## src/rtl/aes256_round_engine.sv

```systemverilog
// aes256_round_engine
// Iterative AES-256 encryption core. It performs one round per clock and
// fetches each round key combinationally from the key expansion block
// through Addr_Key/Key_In.
//
// Build option: define AES_KEY_WAIT_EN to add a WAIT_KEY state. In that
// state a Start seen while Key_Ready is low parks the plaintext until the
// round keys are ready. Without the macro, Key_Ready is ignored and the
// latency is fixed at 15 cycles from the Start edge to Done.
//
// Byte layout used on every 128-bit bus:
//   column c = bits [32c+31:32c]
//   row r of column c = bits [32c+31-8r -: 8]
module aes256_round_engine (
    input  logic         Clk,
    input  logic         Rst,
    input  logic         Start,
    input  logic [127:0] data_in,
    input  logic         Key_Ready,
    input  logic [127:0] Key_In,
    output logic [3:0]   Addr_Key,
    output logic [127:0] data_out,
    output logic         Done,
    output logic         Busy
);

    // Forward S-box. Entry 0x00 is the most significant byte.
    localparam logic [2047:0] SBOX_TABLE = {
        128'h637c777bf26b6fc53001672bfed7ab76,
        128'hca82c97dfa5947f0add4a2af9ca472c0,
        128'hb7fd9326363ff7cc34a5e5f171d83115,
        128'h04c723c31896059a071280e2eb27b275,
        128'h09832c1a1b6e5aa0523bd6b329e32f84,
        128'h53d100ed20fcb15b6acbbe394a4c58cf,
        128'hd0efaafb434d338545f9027f503c9fa8,
        128'h51a3408f929d38f5bcb6da2110fff3d2,
        128'hcd0c13ec5f974417c4a77e3d645d1973,
        128'h60814fdc222a908846eeb814de5e0bdb,
        128'he0323a0a4906245cc2d3ac629195e479,
        128'he7c8376d8dd54ea96c56f4ea657aae08,
        128'hba78252e1ca6b4c6e8dd741f4bbd8b8a,
        128'h703eb5664803f60e613557b986c11d9e,
        128'he1f8981169d98e949b1e87e9ce5528df,
        128'h8ca1890dbfe6426841992d0fb054bb16
    };

    localparam logic [3:0] LAST_ROUND = 4'd14;

    typedef enum logic [1:0] {
        IDLE     = 2'd0,
        ROUND    = 2'd1,
`ifdef AES_KEY_WAIT_EN
        WAIT_KEY = 2'd3,
`endif
        DONE     = 2'd2
    } fsm_t;

    // One S-box lookup. Bit offset of entry x is 8*(255-x) = {~x, 3'b000}.
    function automatic logic [7:0] sbox(input logic [7:0] x);
        sbox = SBOX_TABLE[{~x, 3'b000} +: 8];
    endfunction

    // SubWord: substitute all four bytes of one column.
    function automatic logic [31:0] sub_word(input logic [31:0] w);
        sub_word = {sbox(w[31:24]), sbox(w[23:16]), sbox(w[15:8]), sbox(w[7:0])};
    endfunction

    // Multiply by x in GF(2^8), reduction polynomial 0x11B.
    function automatic logic [7:0] xtime(input logic [7:0] b);
        xtime = {b[6:0], 1'b0} ^ (b[7] ? 8'h1b : 8'h00);
    endfunction

    // MixColumns on one column: the circulant matrix [2 3 1 1].
    function automatic logic [31:0] mix_column(input logic [31:0] col);
        logic [7:0] a0;
        logic [7:0] a1;
        logic [7:0] a2;
        logic [7:0] a3;
        a0 = col[31:24];
        a1 = col[23:16];
        a2 = col[15:8];
        a3 = col[7:0];
        mix_column = {
            xtime(a0) ^ xtime(a1) ^ a1 ^ a2 ^ a3,
            a0 ^ xtime(a1) ^ xtime(a2) ^ a2 ^ a3,
            a0 ^ a1 ^ xtime(a2) ^ xtime(a3) ^ a3,
            xtime(a0) ^ a0 ^ a1 ^ a2 ^ xtime(a3)
        };
    endfunction

    fsm_t         fsm_reg;
    fsm_t         fsm_next;
    logic [127:0] state_reg;
    logic [127:0] state_next;
    logic [3:0]   rnd_reg;
    logic [3:0]   rnd_next;
    logic [127:0] data_out_reg;
    logic [127:0] data_out_next;
    logic [3:0]   addr_key;

    logic [127:0] sub_bytes;
    logic [127:0] shifted;
    logic [127:0] mixed;
    logic [127:0] round_out;

    genvar gi;

    // SubBytes: four SubWord instances, one per column.
    generate
        for (gi = 0; gi < 4; gi++) begin : g_sub_word
            assign sub_bytes[32*gi +: 32] = sub_word(state_reg[32*gi +: 32]);
        end
    endgenerate

    // ShiftRows: row r of column c is taken from column (c+r) mod 4.
    generate
        for (gi = 0; gi < 16; gi++) begin : g_shift_rows
            localparam int COL = gi / 4;
            localparam int ROW = gi % 4;
            localparam int SRC = (COL + ROW) % 4;
            assign shifted[32*COL+31-8*ROW -: 8] = sub_bytes[32*SRC+31-8*ROW -: 8];
        end
    endgenerate

    // MixColumns on each column of the shifted state.
    generate
        for (gi = 0; gi < 4; gi++) begin : g_mix_columns
            assign mixed[32*gi +: 32] = mix_column(shifted[32*gi +: 32]);
        end
    endgenerate

    // The final round skips MixColumns. AddRoundKey uses the key selected by rnd_reg.
    assign round_out = ((rnd_reg == LAST_ROUND) ? shifted : mixed) ^ Key_In;

`ifndef AES_KEY_WAIT_EN
    // Key_Ready has no function in this build. The integrator only issues
    // Start after the round keys are valid.
    logic key_ready_unused;
    assign key_ready_unused = Key_Ready;
`endif

    // Next-state, datapath and key-address decode for the round sequencer.
    always_comb begin
        fsm_next      = fsm_reg;
        state_next    = state_reg;
        rnd_next      = rnd_reg;
        data_out_next = data_out_reg;
        addr_key      = 4'd0;
        case (fsm_reg)
            IDLE: begin
                if (Start) begin
`ifdef AES_KEY_WAIT_EN
                    if (!Key_Ready) begin
                        // Park the plaintext. Whitening happens after the keys are ready.
                        state_next = data_in;
                        fsm_next   = WAIT_KEY;
                    end else begin
                        state_next = data_in ^ Key_In;
                        rnd_next   = 4'd1;
                        fsm_next   = ROUND;
                    end
`else
                    state_next = data_in ^ Key_In;
                    rnd_next   = 4'd1;
                    fsm_next   = ROUND;
`endif
                end
            end
`ifdef AES_KEY_WAIT_EN
            WAIT_KEY: begin
                if (Key_Ready) begin
                    state_next = state_reg ^ Key_In;
                    rnd_next   = 4'd1;
                    fsm_next   = ROUND;
                end
            end
`endif
            ROUND: begin
                addr_key   = rnd_reg;
                state_next = round_out;
                if (rnd_reg == LAST_ROUND) begin
                    data_out_next = round_out;
                    fsm_next      = DONE;
                end else begin
                    rnd_next = rnd_reg + 4'd1;
                end
            end
            DONE: begin
                rnd_next = 4'd0;
                fsm_next = IDLE;
            end
            default: begin
                fsm_next = IDLE;
            end
        endcase
    end

    // Register the sequencer state, the working block and the ciphertext.
    // The synchronous reset aborts any block in flight.
    always_ff @(posedge Clk) begin
        if (Rst) begin
            fsm_reg      <= IDLE;
            state_reg    <= 128'd0;
            rnd_reg      <= 4'd0;
            data_out_reg <= 128'd0;
        end else begin
            fsm_reg      <= fsm_next;
            state_reg    <= state_next;
            rnd_reg      <= rnd_next;
            data_out_reg <= data_out_next;
        end
    end

    assign Addr_Key = addr_key;
    assign data_out = data_out_reg;
    assign Done     = (fsm_reg == DONE);
    assign Busy     = (fsm_reg != IDLE);

endmodule

```

## config.mk

```make
export PLATFORM = sky130hd
export DESIGN_NAME = aes256_round_engine
export DESIGN_NICKNAME = d
export VERILOG_FILES = /design/src/rtl/aes256_round_engine.sv
export SDC_FILE = /design/constraint.sdc
export NUM_CORES = 2
export LEC_CHECK = 0
export CAP_MARGIN = 10
export CORE_MARGIN = 2
export CORE_UTILIZATION = 25
export CTS_BUF_LIST = sky130_fd_sc_hd__clkbuf_2 sky130_fd_sc_hd__clkbuf_4 sky130_fd_sc_hd__clkbuf_8
export CTS_CLUSTER_SIZE = 12
export DETAILED_ROUTE_END_ITERATION = 6
export GPL_TIMING_DRIVEN = 0
export PLACE_DENSITY_LB_ADDON = 0.12
export RECOVER_POWER = 100
export SLEW_MARGIN = 20
export SYNTH_ARGS = -nofsm -noshare
export SYNTH_HDL_FRONTEND = slang
export SYNTH_SLANG_ARGS = --single-unit
export TNS_END_PERCENT = 20
```

## constraint.sdc

```tcl
create_clock -name Clk -period 6.22 [get_ports Clk]
set_input_delay 1.244 -clock Clk [delete_from_list [all_inputs] [get_ports Clk]]
set_output_delay 1.244 -clock Clk [all_outputs]
set_load 0.01 [all_outputs]
```

Yosys cells after proc, flatten, opt, wreduce, memory -nomap -nowiden
Cells that the tools add are included.
Word-level totals
  output and inout port bits: 134
  word-level logic and storage cells: 159
  input port bits: 260
  flip-flop bits (word level): 262
Operators by class
  shift operators: 16
  equality and inequality tests: 6
  reduce and logical (&&, ||, !) cells: 8
  bitwise operators: 98
  add/subtract/negate cells: 1
  mux-type cells: 26
Operator list (number)
  $shiftx 2048x12->8 const A: 16
  $xor 8x8->8: 64
  $mux 128: 2
  $pmux 128 s2: 1
  $xor 128x128->128: 2
  $not 8->8: 16
  $xor 8x5->8: 16
  $mux 5: 16
  $mux 4: 3
  $pmux 4 s3: 1
  $ne 2x2->1 const B: 3
  $reduce_and 2->1: 3
  $add 4x1->4 const B: 1
  $eq 4x4->1 const B: 1
  $mux 2: 2
  $pmux 2 s2: 1
  $reduce_bool 2->1: 2
  $reduce_and 3->1: 1
  $reduce_bool 3->1: 1
  $eq 2x1->1 const B: 1
  $eq 2x2->1 const B: 1
  $logic_not 2->1: 1

Depth between registers and ports, before layout
  depth in word-level cells: 11
  mapped depth: 19
  mapped depth without buffers: 16

Worst setup path after synthesis
No wires, ideal clock.
  path type: reg2reg
  start: reg state_reg[64]
  end: reg state_reg[126]
  period minus slack after synthesis: 4.482 ns
  buffers on the path: 3
  setup time: 0.128 ns
  required time: 6.092 ns
  stages on the path, launching flop included: 20
  arrival: 4.354 ns
  path slack: 1.738 ns
  cell sequence: dfxtp_1 clkbuf_1 inv_1 buf_1 ha_1 clkbuf_1 inv_1 ha_1 and2_1 a2111oi_0 a311oi_1 a311o_1 a32oi_2 xor2_1 xnor2_1 xnor2_1 mux2i_1 xnor2_1 a221oi_1 nor2_1
On the way
  word-level cells in the longest chain between the ends: 6
RTL lines
  from (decl): RTL line 93  | logic [127:0] state_reg;
  from (signal assigned): RTL line 208  | state_reg <= state_next;
  $not 8->8: RTL line 60  | sbox = SBOX_TABLE[{~x, 3'b000} +: 8];
  $shiftx 2048x12->8: RTL line 60
  $xor 8x8->8: RTL line 84  | xtime(a0) ^ xtime(a1) ^ a1 ^ a2 ^ a3,
  $mux 128: RTL line 133  | assign round_out = ((rnd_reg == LAST_ROUND) ? shifted : mixed) ^ Key_In;
  $xor 128x128->128: RTL line 133
  $pmux 128 s2: RTL line 149  | case (fsm_reg)
Every way passes these cells.
A chain may end at the register's enable or synchronous reset.

Final worst setup path
  start: reg state_reg[96]
  end: reg state_reg[22]
On the way
  word-level cells in the longest chain between the ends: 6
RTL lines
  $not 8->8: RTL line 60
  $shiftx 2048x12->8: RTL line 60
  $xor 8x8->8: RTL line 85  | a0 ^ xtime(a1) ^ xtime(a2) ^ a2 ^ a3,
  $mux 128: RTL line 133
  $xor 128x128->128: RTL line 133
  $pmux 128 s2: RTL line 149
Every way passes these cells.

==> results_tabular.tex <==
\begin{tabular}{lr}
\hline
Metric & Value \\
\hline
\multicolumn{2}{l}{\textbf{Min path}} \\
Worst hold path class & register to register \\
Worst hold path endpoint & data\_out[78] \\
Start point of the worst min-delay path & data\_out[78] \\
Worst hold path cell count & 2 \\
\multicolumn{2}{l}{\textbf{CTS}} \\
Cts bufs inserted & 58 \\
Hold\_buf cts & 0 \\
Clock-pin slew reported for the worst setup and hold paths after clock tree synthesis & 0.06 ns \\
Total number of clock tree sinks & 262 \\
Clock tree from TritonCTS & built \\
Maximum buffer depth of the clock tree & 3 \\
Htree depth & 2 \\
Worst skew pair latency & about 0.92 ns \\
Library cell used as clock root buffer & sky130\_fd\_sc\_hd\_\_clkbuf\_8 \\
\multicolumn{2}{l}{\textbf{Die}} \\
Total core area & 291000 um2 \\
Initial Utilization & 25.1\% \\
Die Span X & 545 um \\
Floorplan row count & 198 \\
I/O pin count & 394 \\
Chip height & 545 um \\
Die outline area & 297000 um2 \\
\multicolumn{2}{l}{\textbf{Route}} \\
Wire length after detailed routing & 702000 um \\
Metal3 WL & 91700 um \\
Number of remaining DRC errors & 3 \\
Number of vias per cell & about 7.1 \\
Count of routing violations after the opening detailed-route iteration & between 15000 and 20000 \\
Routed via count & around 110k \\
Routed Antenna Nets & 0 \\
Routed wire length per instance & 45.7 um \\
Number of detailed-routing iterations run before antenna repair & 7 \\
Highest metal layer with signal wires & met5 \\
Routed metal-1 wirelength & 245000 um \\
Amount of wire on met2 after detailed routing & 291000 um \\
\multicolumn{2}{l}{\textbf{Synth}} \\
Number of flops mapped to enable cells by yosys & 0 \\
Sequential share of the synthesized area & 7.16\% \\
Flop and latch count out of synthesis & about 260 \\
Proportion of register bits with asynchronous set or reset after synthesis & 0\% \\
Number of warnings issued by yosys & 0 \\
Main flop type after synthesis & sky130\_fd\_sc\_hd\_\_dfxtp\_1 \\
Post-synth design cell area & between 70000 and 80000 um2 \\
Post-synthesis cell type count & 123 \\
Number of nets in the synthesized netlist & around 11000 \\
Mean area per synthesized cell & a little under 7 um2 \\
Cell count after synthesis & 10800 \\
\multicolumn{2}{l}{\textbf{GRT}} \\
Number of global-route vias before repair & 102000 \\
Overflow left after global routing & 0 \\
Wire length of the first global-routing pass & 931000 um \\
Global-route usage over all layers & 44.5\% \\
Maximum number of pins on one net before global-route repair & 18 \\
Number of antenna violations at the first check in global routing & 103 \\
\multicolumn{2}{l}{\textbf{Worst setup path}} \\
Largest fanout of any net on the critical path & 10 \\
Data arrival time of the critical path & 7.41 ns \\
R2R setup slack & -0.50 ns \\
Worst flop-to-flop path endpoint & state\_reg[22] \\
Setup CP Type & register to register \\
Crit Reg-Reg Startpoint & state\_reg[96] \\
Nature of the critical path endpoint & register \\
Nature of the critical path startpoint & register \\
Required time at the worst-slack endpoint & between 6 and 7 ns \\
Worst-case reg-to-reg path depth & 16 \\
\multicolumn{2}{l}{\textbf{STA}} \\
Max Transition Viols Final & 81 \\
Period minus WS final & $\sim$6.7 ns \\
Worst-case hold slack & between 0.4 and 0.5 ns \\
Worst rel slew slack & -35.4\% \\
Number of hold violations in the final report & 0 \\
Final-report setup violation count & 55 \\
Least setup slack across all paths after layout & -0.497 ns \\
Fmax & 149 MHz \\
Slew at the pin closest to its max-slew limit & roughly 2.0 ns \\
Setup clock skew after layout & 0.0703 ns \\
Final clock period utilization by the worst path & 108\% \\
Unrepaired setup endpoints after global routing & true \\
\multicolumn{2}{l}{\textbf{Place}} \\
Buffers added on ports & just under 400 \\
Instance area after placement & 83400 um2 \\
Routability congestion estimate from global placement & 1.10 \\
Worst-case setup slack after placement & -1.79 ns \\
Half-perimeter wire length of the detailed placement result & 533000 um \\
\multicolumn{2}{l}{\textbf{Flow run}} \\
Max-Cap Viols & 9 \\
\multicolumn{2}{l}{\textbf{Pwr}} \\
Total power consumption of the routed design & $\sim$0.071 W \\
Static leakage & around 30 nW \\
Total power density per cell area & 823 nW/um2 \\
VDD IR max & 625 uV \\
\multicolumn{2}{l}{\textbf{Layout}} \\
Number of fill cells & 32700 \\
Area of all placed cells without fillers & 86100 um2 \\
Layout area overhead & 17.5\% \\
Fraction of layout cells with a size suffix above 1 & 12.5\% \\
Post-layout net count & 11900 \\
Register area & between 5000 and 6000 um2 \\
Area taken by multi-input logic gates & 62700 um2 \\
\multicolumn{2}{l}{\textbf{Run status}} \\
Violations in the final reports & DRC, capacitance limit, slew limit, setup timing \\
Status & finished, violations left \\
\hline
\end{tabular}
power breakdown:
group | switching, W | internal (W)
Combinational | 0.0453 | 0.0208
Clock | 0.00108 | 0.00120
Sequential | 0.000540 | 0.00195
Total | 0.0469 | 0.0239
routing by layer:
layer / vias to the layer above / global-route usage, %
met4: 52 / 35.7
met1: 53100 / 50.5
met2: 10700 / 66.5
met5: - / 0.0641
met3: 3188 / 16.8
li1: 41900 / -
Yosys cell counts (76+ instances only):
cell | instances | area [um2]
sky130_fd_sc_hd__a211oi_1 | 303 | 2270
sky130_fd_sc_hd__ha_1 | 238 | 2980
sky130_fd_sc_hd__a31oi_1 | 189 | 1180
sky130_fd_sc_hd__nor2b_1 | 305 | 1910
sky130_fd_sc_hd__clkbuf_1 | 675 | 2530
sky130_fd_sc_hd__or3_1 | 76 | 475
sky130_fd_sc_hd__o221ai_1 | 95 | 832
sky130_fd_sc_hd__a21oi_1 | 923 | 4620
sky130_fd_sc_hd__a221oi_1 | 90 | 788
sky130_fd_sc_hd__o211ai_1 | 240 | 1800
sky130_fd_sc_hd__o311ai_0 | 156 | 1370
sky130_fd_sc_hd__nand2b_1 | 358 | 2240
sky130_fd_sc_hd__o22ai_1 | 130 | 813
sky130_fd_sc_hd__nand3_1 | 301 | 1510
sky130_fd_sc_hd__a311oi_1 | 196 | 1720
sky130_fd_sc_hd__nand2_1 | 944 | 3540
sky130_fd_sc_hd__mux4_2 | 167 | 3760
sky130_fd_sc_hd__xor2_1 | 255 | 2230
sky130_fd_sc_hd__buf_1 | 106 | 398
sky130_fd_sc_hd__dfxtp_1 | 262 | 5250
sky130_fd_sc_hd__o21ai_0 | 825 | 4130
sky130_fd_sc_hd__o31ai_1 | 102 | 766
sky130_fd_sc_hd__and2_1 | 85 | 532
sky130_fd_sc_hd__nor2_1 | 823 | 3090
sky130_fd_sc_hd__or2_2 | 84 | 526
sky130_fd_sc_hd__buf_4 | 78 | 586
sky130_fd_sc_hd__nor3_1 | 332 | 1660
sky130_fd_sc_hd__buf_2 | 425 | 2130
sky130_fd_sc_hd__inv_1 | 137 | 514
sky130_fd_sc_hd__mux2i_1 | 100 | 1000
sky130_fd_sc_hd__xnor2_1 | 446 | 3910
cell type report:
class | instances | share of cell area (%)
diodes | 63 | 0.183
multi-input cells | 9087 | 72.8
clock inverters | 16 | 0.206
clock buffers | 82 | 1.22
inverters | 188 | 0.869
plain buffers | 1289 | 6.91
well taps | 3900 | 5.67
flip-flops and latches | 262 | 6.11
repair buffers | 483 | 6.01
cell families (layout without fill, tap and decap cells):
| logic type | after synthesis | after routing | synth area share [%] |
|---|---|---|---|
| muxes | 305 | 305 | 7.13 |
| adders and majority gates | 245 | 245 | 4.16 |
| xor gates and xnor gates | 726 | 726 | 9.05 |
| DFF | 262 | 262 | 7.16 |
| and+or+nand+nor | 3628 | 3628 | 24.3 |
| AOI/OAI and AO/OA | 4183 | 4183 | 39.3 |
| other | 0 | 63 | 0 |
| buffers and inverters | 1489 | 2058 | 8.92 |
critical path, stage by stage (launching register included):
cell and delay (ns):
sky130_fd_sc_hd__dfxtp_2 0.52, sky130_fd_sc_hd__clkbuf_2 0.36, sky130_fd_sc_hd__buf_2 0.38, sky130_fd_sc_hd__inv_1 0.37
sky130_fd_sc_hd__ha_1 0.45, sky130_fd_sc_hd__clkbuf_2 0.34, sky130_fd_sc_hd__nor2_1 0.18, sky130_fd_sc_hd__o311ai_0 0.87
sky130_fd_sc_hd__a21oi_1 0.16, sky130_fd_sc_hd__a311oi_1 0.30, sky130_fd_sc_hd__a311oi_1 0.09, sky130_fd_sc_hd__a31oi_2 0.89
sky130_fd_sc_hd__xnor2_1 0.47, sky130_fd_sc_hd__xnor2_1 0.26, sky130_fd_sc_hd__xnor2_1 0.22, sky130_fd_sc_hd__a21oi_1 0.10
sky130_fd_sc_hd__a21oi_1 0.52
worst max path at each step:
stage | depth (start not counted) | slack (ns) | from | end
5_1_grt | 17 | -0.20 | state_reg[1] | state_reg[47]
3_5_place_dp | 18 | -1.79 | state_reg[64] | state_reg[103]
2_1_floorplan | 19 | 1.74 | state_reg[64] | state_reg[126]
3_3_place_gp | 17 | -2.53 | state_reg[105] | state_reg[42]
6_report | 16 | -0.50 | state_reg[96] | state_reg[22]
4_1_cts | 17 | -0.02 | state_reg[113] | state_reg[69]
through the flow:
step                std cells  utilization [%]  TNS, ns
floorplan               10800                -        0
global placement        15100             28.2  -163.98
detailed placement      15200             28.6   -81.14
CTS                     15300             29.3  -0.0171
global route            15300             29.5    -3.80
finish                  15400             29.5    -8.46
placed cells by master, fill, tap and decap left out, types with 84 or more instances in the layout:
| cell type | synthesis | final |
|---|---|---|
| sky130_fd_sc_hd__nor3_1 | 332 | 328 |
| sky130_fd_sc_hd__nor2_1 | 823 | 814 |
| sky130_fd_sc_hd__clkdlybuf4s50_1 | 0 | 259 |
| sky130_fd_sc_hd__nor2b_1 | 305 | 294 |
| sky130_fd_sc_hd__clkbuf_2 | 1 | 103 |
| sky130_fd_sc_hd__o311ai_0 | 156 | 154 |
| sky130_fd_sc_hd__dlygate4sd3_1 | 0 | 132 |
| sky130_fd_sc_hd__ha_1 | 238 | 234 |
| sky130_fd_sc_hd__a311oi_1 | 196 | 191 |
| sky130_fd_sc_hd__nand3_1 | 301 | 298 |
| sky130_fd_sc_hd__dfxtp_1 | 262 | 252 |
| sky130_fd_sc_hd__nand2b_1 | 358 | 357 |
| sky130_fd_sc_hd__buf_1 | 106 | 89 |
| sky130_fd_sc_hd__a221oi_1 | 90 | 86 |
| sky130_fd_sc_hd__mux4_2 | 167 | 167 |
| sky130_fd_sc_hd__a21oi_1 | 923 | 918 |
| sky130_fd_sc_hd__o21ai_0 | 825 | 822 |
| sky130_fd_sc_hd__mux2i_1 | 100 | 93 |
| sky130_fd_sc_hd__o31ai_1 | 102 | 98 |
| sky130_fd_sc_hd__nand2_1 | 944 | 941 |
| sky130_fd_sc_hd__a211oi_1 | 303 | 301 |
| sky130_fd_sc_hd__inv_1 | 137 | 129 |
| sky130_fd_sc_hd__buf_2 | 425 | 425 |
| sky130_fd_sc_hd__buf_4 | 78 | 116 |
| sky130_fd_sc_hd__o22ai_1 | 130 | 130 |
| sky130_fd_sc_hd__or2_2 | 84 | 84 |
| sky130_fd_sc_hd__o211ai_1 | 240 | 240 |
| sky130_fd_sc_hd__o221ai_1 | 95 | 93 |
| sky130_fd_sc_hd__xnor2_1 | 446 | 417 |
| sky130_fd_sc_hd__xor2_1 | 255 | 237 |
| sky130_fd_sc_hd__a31oi_1 | 189 | 185 |
| sky130_fd_sc_hd__clkbuf_1 | 675 | 574 |
repair_timing:
| action | CTS | global route |
|---|---|---|
| setup buffers | 19 | 23 |
| resized for setup | 148 | 120 |
| setup endpoints to repair | 129 | 71 |
| pin swaps | 9 | 10 |
No activity file was read; power rests on OpenSTA's default activity.
